$ cat src/rtl/c3lib_ckdiv_gate_nch.sv
// N-channel programmable clock divider/gater with per-channel req/ack and glitch-free start/stop.
// Optional phase-alignment input sync_in is present only when C3LIB_CKDIV_SYNC_EN is defined.
module c3lib_ckdiv_gate_nch #(
    parameter int unsigned NCH  = 2,
    parameter int unsigned DIVW = 4
) (
    input  logic                clk,
    input  logic                rst_n,
    input  logic [NCH*DIVW-1:0] div_ratio,
    input  logic [NCH-1:0]      en_req,
`ifdef C3LIB_CKDIV_SYNC_EN
    input  logic                sync_in,
`endif
    output logic [NCH-1:0]      en_ack,
    output logic [NCH-1:0]      ck_out,
    output logic [NCH-1:0]      ck_rise
);

    typedef enum logic [1:0] {StIdle, StRun, StDrain} st_e;

    localparam logic [DIVW-1:0] RMin = DIVW'(2);
    localparam logic [DIVW-1:0] ROne = DIVW'(1);
    localparam logic [DIVW-1:0] RZero = '0;

    logic sync_c;
`ifdef C3LIB_CKDIV_SYNC_EN
    assign sync_c = sync_in;
`else
    assign sync_c = 1'b0;
`endif

    for (genvar i = 0; i < NCH; i++) begin : g_ch
        st_e             st_q;
        logic [DIVW-1:0] cnt_q;
        logic [DIVW-1:0] r_act_q;
        logic            ack_q;
        logic            ck_q;
        logic            rise_q;

        logic [DIVW-1:0] ratio_raw;
        logic [DIVW-1:0] ratio_c;
        logic [DIVW-1:0] cnt_inc;
        logic            last_c;
        logic            hi_next_c;

        assign ratio_raw = div_ratio[i*DIVW +: DIVW];
        assign ratio_c   = (ratio_raw < RMin) ? RMin : ratio_raw;
        assign cnt_inc   = cnt_q + ROne;
        assign last_c    = (cnt_q == (r_act_q - ROne));
        // High phase covers the first floor(R/2) counts of each period.
        assign hi_next_c = (cnt_inc < (r_act_q >> 1));

        always_ff @(posedge clk or negedge rst_n) begin
            if (!rst_n) begin
                st_q    <= StIdle;
                cnt_q   <= RZero;
                r_act_q <= RMin;
                ack_q   <= 1'b0;
                ck_q    <= 1'b0;
                rise_q  <= 1'b0;
            end else begin
                unique case (st_q)
                    StRun, StDrain: begin
                        if (last_c && !en_req[i]) begin
                            // Period complete with no request: park low; beats a sync restart.
                            st_q    <= StIdle;
                            cnt_q   <= RZero;
                            r_act_q <= ratio_c;
                            ack_q   <= 1'b0;
                            ck_q    <= 1'b0;
                            rise_q  <= 1'b0;
                        end else if (last_c || sync_c) begin
                            st_q    <= en_req[i] ? StRun : StDrain;
                            cnt_q   <= RZero;
                            r_act_q <= ratio_c;
                            ack_q   <= 1'b1;
                            ck_q    <= 1'b1;
                            rise_q  <= 1'b1;
                        end else begin
                            st_q    <= en_req[i] ? StRun : StDrain;
                            cnt_q   <= cnt_inc;
                            ack_q   <= 1'b1;
                            ck_q    <= hi_next_c;
                            rise_q  <= 1'b0;
                        end
                    end
                    default: begin
                        cnt_q   <= RZero;
                        r_act_q <= ratio_c;
                        if (en_req[i]) begin
                            st_q   <= StRun;
                            ack_q  <= 1'b1;
                            ck_q   <= 1'b1;
                            rise_q <= 1'b1;
                        end else begin
                            st_q   <= StIdle;
                            ack_q  <= 1'b0;
                            ck_q   <= 1'b0;
                            rise_q <= 1'b0;
                        end
                    end
                endcase
            end
        end

        assign en_ack[i]  = ack_q;
        assign ck_out[i]  = ck_q;
        assign ck_rise[i] = rise_q;
    end

endmodule
$ cat config.mk
export PLATFORM = sky130hd
export DESIGN_NAME = c3lib_ckdiv_gate_nch
export DESIGN_NICKNAME = d
export VERILOG_FILES = /design/src/rtl/c3lib_ckdiv_gate_nch.sv
export SDC_FILE = /design/constraint.sdc
export NUM_CORES = 1
export LEC_CHECK = 0
export ABC_CLOCK_PERIOD_IN_PS = 6400
export BUFFER_PORTS_ARGS = -buffer_cell sky130_fd_sc_hd__buf_2
export CORE_MARGIN = 5
export CORE_UTILIZATION = 63
export CTS_BUF_LIST = sky130_fd_sc_hd__clkbuf_4
export CTS_CLUSTER_DIAMETER = 40
export DETAILED_ROUTE_END_ITERATION = 16
export PLACE_DENSITY = 0.84
export REMOVE_ABC_BUFFERS = 1
export SLEW_MARGIN = 20
export SYNTH_ARGS = -nofsm -noshare
export SYNTH_HDL_FRONTEND = slang
export SYNTH_SLANG_ARGS = --single-unit
$ cat constraint.sdc
create_clock -name clk -period 6.4 [get_ports clk]
set_input_delay 1.28 -clock clk [delete_from_list [all_inputs] [get_ports clk]]
set_output_delay 1.28 -clock clk [all_outputs]
set_load 0.005 [all_outputs]
; Yosys cells after proc, flatten, opt, wreduce, memory -nomap -nowiden
; Cells that the tools add are included.
[totals]
ff_bits = 26
inputBits = 12
out_inout_bits = 6
elab_cells = 74
[op_classes]
n_addsub = 4
n_lt_le_gt_ge = 4
n_eq_ne = 8
mux = 40
n_reduce_logical = 6
[ops]
columns = cell, n
row1 = 4-bit two-way mux, 14
row2 = 1-bit two-way mux, 20
row3 = 2-bit two-way mux, 6
row4 = "4-bit by 1-bit adder with 4-bit output, second input constant", 2
row5 = 4-bit equality test, 2
row6 = "4-bit by 2-bit less-than comparator with 1-bit output, second input constant", 2
row7 = 4-bit by 3-bit less-than comparator with 1-bit output, 2
row8 = "4-bit by 1-bit subtractor with 4-bit output, second input constant", 2
row9 = "3-bit != test, second input constant", 2
row10 = "2-bit by 1-bit equality test with 1-bit output, second input constant", 2
row11 = "2-bit equality test, second input constant", 2
row12 = 2-bit OR reduction, 2
row13 = 1-bit logical AND, 2
row14 = 1-bit zero test, 2

; Logic depth before layout (Yosys ltp)
; Gate-level depths: netlist (run 1).
[logic_depth]
ltp_word = 5
ltp_mapped = 7
ltp_nobuf = 6

; Worst setup path before layout (run 1)
; Ideal clock, no wire load.
[synth_timing]
kind = register to register
startpoint = register g_ch[0].r_act_q[1]
endpoint = register g_ch[0].ck_q
setup_ns = 0.127
arrival_time_ns = 1.912
required_ns = 6.273
path_slack_ns = 4.360
path_stages_with_launch = 7
n_path_buf = 1
synth_period_minus_slack_ns = 2.040
cell_sequence = dfstp_2 inv_1 ha_1 xnor2_1 o41ai_2 buf_6 mux2_1
[synth_between]
elab_chain_len = 5
elab_cells_between_ends = 7
classes_between = add/sub (1) / order compare (1) / eq/ne (1) / mux (3) / reduce/logical (1)
[synth_lines]
columns = item, line
row1 = start: declaration, 35  ; logic [DIVW-1:0] r_act_q;
row2 = start signal: assignment, 57  ; r_act_q <= RMin;
row3 = start signal: assignment, 68  ; r_act_q <= ratio_c;
row4 = start signal: assignment, 75  ; r_act_q <= ratio_c;
row5 = 4-bit by 1-bit subtractor with 4-bit output, 49  ; assign last_c = (cnt_q == (r_act_q - ROne));
row6 = 4-bit equality test, 49
row7 = 1-bit two-way mux or 1-bit logical AND (tied branches), "72, 64"
row8 = 1-bit two-way mux *, 64  ; if (last_c && !en_req[i]) begin
row9 = 1-bit two-way mux *, 62  ; unique case (st_q)
row10 = end signal: assignment, 83  ; ck_q <= hi_next_c;
row11 = end: declaration, 37  ; logic ck_q;
; Mark *: on every way between the ends. The rest lies on a longest branch, timed or not.
; A chain may end at the register's enable or synchronous reset.

; Worst setup path after layout (run 1)
[layout_timing]
startpoint = register g_ch[1].r_act_q[1]
endpoint = register g_ch[1].r_act_q[3]
[layout_between]
elab_chain_len = 5
elab_cells_between_ends = 6
classes_between = add/sub (1) / eq/ne (2) / mux (2) / reduce/logical (1)
[layout_lines]
columns = item, line
row1 = start: declaration, 35
row2 = start signal: assignment, 57
row3 = start signal: assignment, 68
row4 = start signal: assignment, 75
row5 = 4-bit by 1-bit subtractor with 4-bit output *, 49
row6 = 4-bit equality test *, 49
row7 = 1-bit logical AND, 64
row8 = 4-bit two-way mux, 64
row9 = 4-bit two-way mux, 62
; Marks and branches as above.

==> results of run 1 <==
==> cell type report <==
| class | instances | area, um^2 | share of cell area |
|---|---|---|---|
| clock buffers | 3 | 22.5 | 0.0158 |
| well taps | 27 | 33.8 | 0.0237 |
| clock inverters | 1 | 3.75 | 0.00264 |
| multi-input cells | 68 | 579 | 0.407 |
| inverters | 10 | 37.5 | 0.0264 |
| repair buffers | 18 | 92.6 | 0.0651 |
| flip-flops and latches | 26 | 653 | 0.459 |
==> per-layer routing <==
metal / wire [um] / up-vias / share of wire
li1: - / 387 / -
met2: 978 / 17 / 0.49
met5: 0 / - / 0
met4: 0 / 0 / 0
met3: 116 / 0 / 0.058
met1: 915 / 385 / 0.46
==> worst paths after layout <==
kind | startpoint | to | slack [ns] | depth (start not counted)
max | g_ch[1].r_act_q[1] | g_ch[1].r_act_q[3] | 4.02 | 6
max reg2reg | g_ch[1].r_act_q[1] | g_ch[1].r_act_q[3] | 4.02 | 6
max in group asynchronous | rst_n | g_ch[1].r_act_q[1] | 5.09 | 1
min in group asynchronous | rst_n | g_ch[0].st_q[1] | 0.93 | 1
min reg2reg | g_ch[1].r_act_q[1] | g_ch[1].r_act_q[1] | 0.53 | 2
min | g_ch[1].r_act_q[1] | g_ch[1].r_act_q[1] | 0.53 | 2
==> logic make-up (layout without fill, tap and decap cells) <==
group           Yosys count  count (layout)  synth area share
xor+xnor                 18              18             0.118
flops                    26              26             0.490
mux                      10              10            0.0807
fa+ha+maj                 8               8            0.0750
simple gates             24              24            0.0938
compound gates            8               8            0.0582
buf+inv                  20              32            0.0844
==> synthesized netlist by cell type <==
cell / number / area [um^2]
a211oi_1: 2 / 15.0
a21o_1: 2 / 15.0
and2_1: 2 / 12.5
buf_4: 6 / 45.0
buf_6: 2 / 22.5
clkbuf_1: 2 / 7.51
dfrtp_1: 24 / 601
dfstp_2: 2 / 52.6
ha_1: 8 / 100
inv_1: 10 / 37.5
mux2_1: 2 / 22.5
mux2_2: 4 / 45.0
mux2i_1: 4 / 40.0
nand2_1: 2 / 7.51
nand2b_1: 2 / 12.5
nand3_1: 2 / 10.0
nor2_1: 10 / 37.5
nor2b_1: 4 / 25.0
nor3_2: 2 / 20.0
o31ai_1: 2 / 15.0
o41ai_2: 2 / 32.5
xnor2_1: 14 / 123
xor2_1: 4 / 35.0
==> critical path, stage by stage (launching register included) <==
cell,delay (ns)
dfstp_2,0.57
inv_1,0.06
ha_1,0.28
xnor2_1,0.13
o41ai_2,0.64
buf_4,0.27
mux2_2,0.33
==> stage by stage <==
step                hold WS (ns)  power (mW)  cell area (um^2)
finish                     0.528       0.683              1420
global route               0.550       0.745              1420
CTS                        0.531       0.674              1410
detailed placement         0.512       0.605              1390
global placement           0.497       0.585              1390
floorplan                  0.483       0.521              1260
==> cells in the final DEF (no fill, tap or decap), drive strengths merged <==
| master | synthesis | routed |
|---|---|---|
| nor3 | 2 | 2 |
| xor2 | 4 | 4 |
| mux2i | 4 | 4 |
| nand2b | 2 | 2 |
| mux2 | 6 | 6 |
| inv | 10 | 10 |
| clkinv | 0 | 1 |
| nor2b | 4 | 4 |
| dfrtp | 24 | 24 |
| nand3 | 2 | 2 |
| clkbuf | 2 | 3 |
| and2 | 2 | 2 |
| xnor2 | 14 | 14 |
| ha | 8 | 8 |
| o41ai | 2 | 2 |
| a21o | 2 | 2 |
| dfstp | 2 | 2 |
| nand2 | 2 | 2 |
| nor2 | 10 | 10 |
| o31ai | 2 | 2 |
| buf | 8 | 18 |
| a211oi | 2 | 2 |
==> state kept, by name (all words and copies together), names as in the netlist <==
name	count
g_ch.cnt_q	8
g_ch.r_act_q	8
g_ch.st_q	4
g_ch.ack_q	2
g_ch.ck_q	2
g_ch.rise_q	2
==> power groups by stage <==
stage               combinational, mW  sequential [mW]  clock (mW)
floorplan                       0.247            0.274           0
global placement                0.304            0.280           0
detailed placement              0.319            0.285           0
CTS                             0.322            0.282      0.0698
global route                    0.377            0.291      0.0774
finish                          0.334            0.282      0.0676
==> results.cfg, run 1 <==
[floorplan]
fp.dieArea_um2 = 3140
fp.dieH_um = 56.0
ioPinCount = 18
start_util = 0.673
die_w_um = 56.0
core-area_um2 = 1980
rows = 16

[place]
hpwl_um = 1570
gp_congestion = 0.713
port-buffer-count = 17
dp.cells = 149
pre_cts_slack_ns = 3.78

[route]
vias = 789
first_pass_iters = 4
wl_per_cell_um = 13.1
routed_via_density = 5.16
drcViolationCount = 0
drtAntennaViolNets = 0
drt_iter0_drc = 4
routed_wl_um = 2010

[clock_network]
cts_tree = built
cts_sinks = 26
clkLatencyLatePin_ns = 0.31
htree_levels = 1
cts_setup_buffers = 0
clk_pin_slew_ns = 0.13
clock_path_buffers = 2
cts_root_buffer = clkbuf_4
cts-hold-fix-buffers = 0
postCtsResizedCells = 0
cts_buffers = 3

[logic_synthesis]
ys_types = 23
synth_seq_cells = 26
synth_area_um2 = 1330
synth_area_per_cell_um2 = 11.7
ys_warn_count = 0
syn_inst = 114
ys_seq_area_frac = 0.490

[pwr]
power.density_nw_per_um2 = 480
seqPwrFrac = 0.412
power_switching_mw = 0.263
p_clk_frac = 0.099
p_comb_frac = 0.489
switching_share = 0.386
peakVddDrop_uv = 339
leakagePower_nw = 0.703
internal_power_mw = 0.420

[global_routing]
grt-busiest-layer = met2
antenna_found_initial = 0
grt_use_met2 = 0.254
grt_pass1_vias = 856
grt_first_pass_wirelength_um = 3700
grt_util_all_layers = 0.148
grt_max_degree = 27
met3_usage = 0.0371
gr-total-overflow = 0
use_met1 = 0.189

[sta]
drv_slew = 0
worst_slack_ns = 4.02
relSlewSlack = 0.494
fmax_mhz = 420
setup_tns_ns = 0
period_share = 0.372
fin_skew_ns = 0.00535
hold_violations = 0
rsz0062_at_grt = false
period_minus_slack_ns = 2.38
finalSetupViolCount = 0
tightest_slew_ns = 0.756

[status]
status = completed

[layout]
fin_util = 0.718
drive_gt1_frac = 0.246
area_growth_pct = 6.66
nFillCells = 144
stdcell_count = 153
nNetsFinal = 147
diodes = 0

[worst_setup_path]
crit_type = flop to flop
crit_path_end_kind = flop
crit_path_max_fanout = 7
worstPathArrival_ns = 2.59
worst_ep_required_time_ns = 6.61
startpoint_type = flop

[worst_hold_path]
hold_class = flop to flop

[run]
maxCapViolCount = 0
No activity file was read; power rests on OpenSTA's default activity.
==> inputs of run 2 (changes only) <==
--- a/config.mk
+++ b/config.mk
@@ -5,14 +5,14 @@
 export SDC_FILE = /design/constraint.sdc
 export NUM_CORES = 1
 export LEC_CHECK = 0
-export ABC_CLOCK_PERIOD_IN_PS = 6400
+export ABC_CLOCK_PERIOD_IN_PS = 2400
 export BUFFER_PORTS_ARGS = -buffer_cell sky130_fd_sc_hd__buf_2
 export CORE_MARGIN = 5
-export CORE_UTILIZATION = 63
+export CORE_UTILIZATION = 59
 export CTS_BUF_LIST = sky130_fd_sc_hd__clkbuf_4
 export CTS_CLUSTER_DIAMETER = 40
 export DETAILED_ROUTE_END_ITERATION = 16
-export PLACE_DENSITY = 0.84
+export PLACE_DENSITY = 0.79
 export REMOVE_ABC_BUFFERS = 1
 export SLEW_MARGIN = 20
 export SYNTH_ARGS = -nofsm -noshare
==> constraint.sdc (replaced) <==
create_clock -name clk -period 2.4 [get_ports clk]
set_input_delay 0.48 -clock clk [delete_from_list [all_inputs] [get_ports clk]]
set_output_delay 0.48 -clock clk [all_outputs]
set_load 0.005 [all_outputs]
==> results.cfg, run 2 (synthesis gave the netlist of run 1 again) <==
[status]
status = completed

[worst_setup_path]
ff2ff_setup_slack_ns = 0.32
reg2reg_from = g_ch[0].r_act_q[1]
worst_ep_required_time_ns = 2.62
crit_type = flop to flop
startpoint = g_ch[0].r_act_q[1]
crit_path_max_fanout = 12
worstPathArrival_ns = 2.30
startpoint_type = flop
crit_path_end_kind = flop

[route]
first_pass_iters = 2
routed_wl_um = 2060
met2_length_um = 1170
drt-met1-wl_um = 824
drcViolationCount = 0
drtAntennaViolNets = 0
drt_iter0_drc = 11
vias = 779
route.met3.wl_um = 56
highest_layer = met4
routed_via_density = 5.03
wl_per_cell_um = 13.3

[sta]
worst_slack_ns = 0.325
fmax_mhz = 482
setup_tns_ns = 0
hold_violations = 0
relSlewSlack = 0.626
tightest_slew_ns = 0.561
finalSetupViolCount = 0
drv_slew = 0
period_minus_slack_ns = 2.08
period_share = 0.865
rsz0062_at_grt = false
fin_skew_ns = 0.00284

[layout]
stdcell_count = 155
nFillCells = 170
fin_util = 0.660
multiInputGateArea_um2 = 568
diodes = 0
nNetsFinal = 148
seqCellArea_um2 = 653
layout_commonest_cell = dfrtp_1
area_growth_pct = 8.44
drive_gt1_frac = 0.260
reg_top3 = g_ch.cnt_q (8), g_ch.r_act_q (8), g_ch.st_q (4)
final_cell_mix = dfrtp_1 (24), buf_2 (17), xnor2_1 (14)
design_area_um2 = 1450

[clock_network]
cts_tree = built
cts_buffers = 3
cts_setup_buffers = 0
clock_path_buffers = 2
cts-hold-fix-buffers = 0
htree_levels = 1
postCtsResizedCells = 0
cts_root_buffer = clkbuf_4
clkLatencyLatePin_ns = 0.31
clk_pin_slew_ns = 0.14
cts_sinks = 26

[place]
postPlaceCellArea_um2 = 1390
pre_cts_slack_ns = 0.342
dp.cells = 151
hpwl_um = 1650
gp_congestion = 0.783
port-buffer-count = 17

[pwr]
p_comb_frac = 0.453
switching_share = 0.356
seqPwrFrac = 0.392
peakVddDrop_uv = 701
leakagePower_nw = 0.715
p_clk_frac = 0.154
power.density_nw_per_um2 = 1320
power_switching_mw = 0.681
internal_power_mw = 1.23

[floorplan]
start_util = 0.609
fp.dieH_um = 57.5
die_w_um = 57.5
rows = 17
fp.dieArea_um2 = 3310
ioPinCount = 18
core-area_um2 = 2190

[global_routing]
grt_max_degree = 27
grt_first_pass_wirelength_um = 3590
grt_util_all_layers = 0.140
gr-total-overflow = 0
grt_pass1_vias = 853
antenna_found_initial = 0

[run]
maxCapViolCount = 0

[worst_hold_path]
hold_class = primary input to async pin
-- run 2: per-layer routing --
metal  vias up  GRT usage
li1        386          -
met1       384      0.156
met2         7      0.258
met3         2     0.0226
met4         0     0.0596
met5         -          0
-- run 2: critical path, cell delays in order, from the launching register on --
cell and delay [ns]:
dfstp_2 0.58, inv_1 0.06, ha_1 0.28, xnor2_1 0.15, o41ai_2 0.33, buf_4 0.25
mux2_2 0.35
-- run 2: worst paths after layout --
kind                                       to  cells after the start
min reg2reg                g_ch[0].r_act_q[1]                      2
max in group asynchronous  g_ch[1].r_act_q[1]                      1
max                        g_ch[0].r_act_q[2]                      6
min                           g_ch[0].st_q[0]                      1
min in group clk              g_ch[1].st_q[0]                      1
max reg2reg                g_ch[0].r_act_q[2]                      6
-- run 2: layout make-up --
| class | count | share of cell area |
|---|---|---|
| inverters | 10 | 0.0260 |
| clock inverters | 1 | 0.0208 |
| repair buffers | 19 | 0.0692 |
| multi-input cells | 68 | 0.393 |
| clock buffers | 3 | 0.0156 |
| flip-flops and latches | 26 | 0.452 |
| well taps | 28 | 0.0242 |
-- run 2: through the flow --
step                      power, mW  hold slack, ns
final                          1.91           0.129
after detailed placement       1.65           0.502
after CTS                      1.94           0.142
after global placement         1.58           0.493
after global routing           2.07           0.163
after floorplan                1.39           0.184
-- run 2: power by group through the flow --
stage          clock (mW)  combinational, mW  sequential, mW
3_5_place_dp            0              0.883           0.763
2_1_floorplan           0              0.658           0.732
5_1_grt             0.321              0.974           0.772
3_3_place_gp            0              0.828           0.753
6_report            0.295              0.867           0.750
4_1_cts             0.300              0.888           0.753
==> inputs of run 3 (changes only) <==
--- a/config.mk
+++ b/config.mk
@@ -12,8 +12,8 @@
 export CTS_BUF_LIST = sky130_fd_sc_hd__clkbuf_4
 export CTS_CLUSTER_DIAMETER = 40
 export DETAILED_ROUTE_END_ITERATION = 16
-export PLACE_DENSITY = 0.79
-export REMOVE_ABC_BUFFERS = 1
+export PLACE_DENSITY = 0.83
+export SETUP_SLACK_MARGIN = 0.1
 export SLEW_MARGIN = 20
 export SYNTH_ARGS = -nofsm -noshare
 export SYNTH_HDL_FRONTEND = slang
==> results.cfg, run 3 (synthesis gave the netlist of run 1 again) <==
[floorplan]
rows = 17
fp.dieH_um = 57.5
start_util = 0.609
die_w_um = 57.5
fp.dieArea_um2 = 3310
core-area_um2 = 2190
ioPinCount = 18

[place]
pre_cts_slack_ns = 0.300
hpwl_um = 1710
port-buffer-count = 17
dp.cells = 153
gp_congestion = 0.765

[sta]
period_minus_slack_ns = 2.11
fmax_mhz = 475
hold_violations = 0
period_share = 0.877
fin_skew_ns = 0.00109
setup_tns_ns = 0
drv_slew = 0
finalSetupViolCount = 0
relSlewSlack = 0.628
tightest_slew_ns = 0.558
worst_slack_ns = 0.295
rsz0062_at_grt = false

[worst_setup_path]
crit_path_max_fanout = 8
worst_ep_required_time_ns = 2.62
ff2ff_setup_slack_ns = 0.29
crit_type = flop to flop
ff2ff_path_depth = 6
worstPathArrival_ns = 2.32
startpoint_type = flop
reg2reg_from = g_ch[0].r_act_q[1]
startpoint = g_ch[0].r_act_q[1]
crit_path_end_kind = flop
reg2reg_to = g_ch[0].ck_q

[layout]
diodes = 0
nFillCells = 177
stdcell_count = 157
area_growth_pct = 7.60
nNetsFinal = 150
layout_commonest_cell = dfrtp_1
final_cell_mix = dfrtp_1 (24), buf_2 (17), xnor2_1 (14)
drive_gt1_frac = 0.264
reg_top3 = g_ch.cnt_q (8), g_ch.r_act_q (8), g_ch.st_q (4)

[worst_hold_path]
hold_class = primary input to async pin

[clock_network]
clock_path_buffers = 2
cts_setup_buffers = 0
cts-hold-fix-buffers = 0
cts_buffers = 3
cts_root_buffer = clkbuf_4
postCtsResizedCells = 0
clk_pin_slew_ns = 0.13
clkLatencyLatePin_ns = 0.32
cts_sinks = 26
htree_levels = 1
cts_tree = built

[pwr]
p_comb_frac = 0.490
power.total_mw = 1.82
internal_power_mw = 1.15
power.density_nw_per_um2 = 1270
switching_share = 0.372
seqPwrFrac = 0.410
leakagePower_nw = 0.712
power_switching_mw = 0.678
peakVddDrop_uv = 705
p_clk_frac = 0.101

[route]
drt_iter0_drc = 19
drcViolationCount = 0
routed_via_density = 5.01
routed_wl_um = 2150
vias = 786
wl_per_cell_um = 13.7
drtAntennaViolNets = 0
first_pass_iters = 5

[global_routing]
grt_util_all_layers = 0.152
antenna_found_initial = 0
grt_use_met2 = 0.277
gr-total-overflow = 0
grt_first_pass_wirelength_um = 3820
grt_pass1_vias = 894
grt-busiest-layer = met2
met3_usage = 0.0226
use_met1 = 0.173
grt_max_degree = 27

[run]
maxCapViolCount = 0

[status]
status = completed

[logic_synthesis]
syn-num-nets = 134
## run 3: cell types whose count changed in the layout (fill, tap and decap cells not counted), sizes merged
cell    change
buf         +2
bufinv      -1
clkinv      +1
## run 3: layout make-up
class / count / area, um^2 / share of cell area
multi-input combinational: 68 / 568 / 0.396
clock buffer: 3 / 22.5 / 0.0157
inverter: 10 / 37.5 / 0.0262
tap: 28 / 35.0 / 0.0244
timing repair buffer: 21 / 115 / 0.0802
clock inverter: 1 / 3.75 / 0.00262
sequential: 26 / 653 / 0.455
## run 3: worst max path at each step
| stage | slack, ns | endpoint | cells past startpoint |
|---|---|---|---|
| 2_1_floorplan | 0.36 | g_ch[0].ck_q | 6 |
| 3_3_place_gp | 0.40 | g_ch[0].ck_q | 6 |
| 3_5_place_dp | 0.30 | g_ch[0].ck_q | 6 |
| 4_1_cts | 0.28 | g_ch[0].r_act_q[2] | 6 |
| 5_1_grt | 0.23 | g_ch[0].r_act_q[2] | 6 |
| 6_report | 0.29 | g_ch[0].ck_q | 6 |
## run 3: stage by stage
stage                     utilization  hold slack (ns)  instance area, um^2
after floorplan                     -            0.184                 1330
after global placement          0.643            0.497                 1410
after detailed placement        0.643            0.503                 1410
after CTS                       0.655            0.139                 1440
after global routing            0.655            0.152                 1440
final                           0.655            0.129                 1440
## run 3: power by group through the flow
stage,Combinational [mW],Sequential [mW],Clock (mW)
2_1_floorplan,0.763,0.723,0
3_3_place_gp,0.858,0.751,0
3_5_place_dp,0.912,0.758,0
4_1_cts,0.914,0.748,0.193
5_1_grt,1.01,0.771,0.215
6_report,0.893,0.747,0.184
## run 3: per-layer routing
layer  share of wire  vias to the layer above
met5               0                        -
met2            0.55                       12
met3           0.030                        5
li1                -                      394
met4           0.020                        0
met1            0.40                      375
## run 3: worst max-delay path: stages, from the launching register on
cell and delay [ns]:
dfstp_2 0.57, inv_1 0.06, ha_1 0.29, xnor2_1 0.15
o41ai_2 0.40, buf_4 0.22, mux2_1 0.32
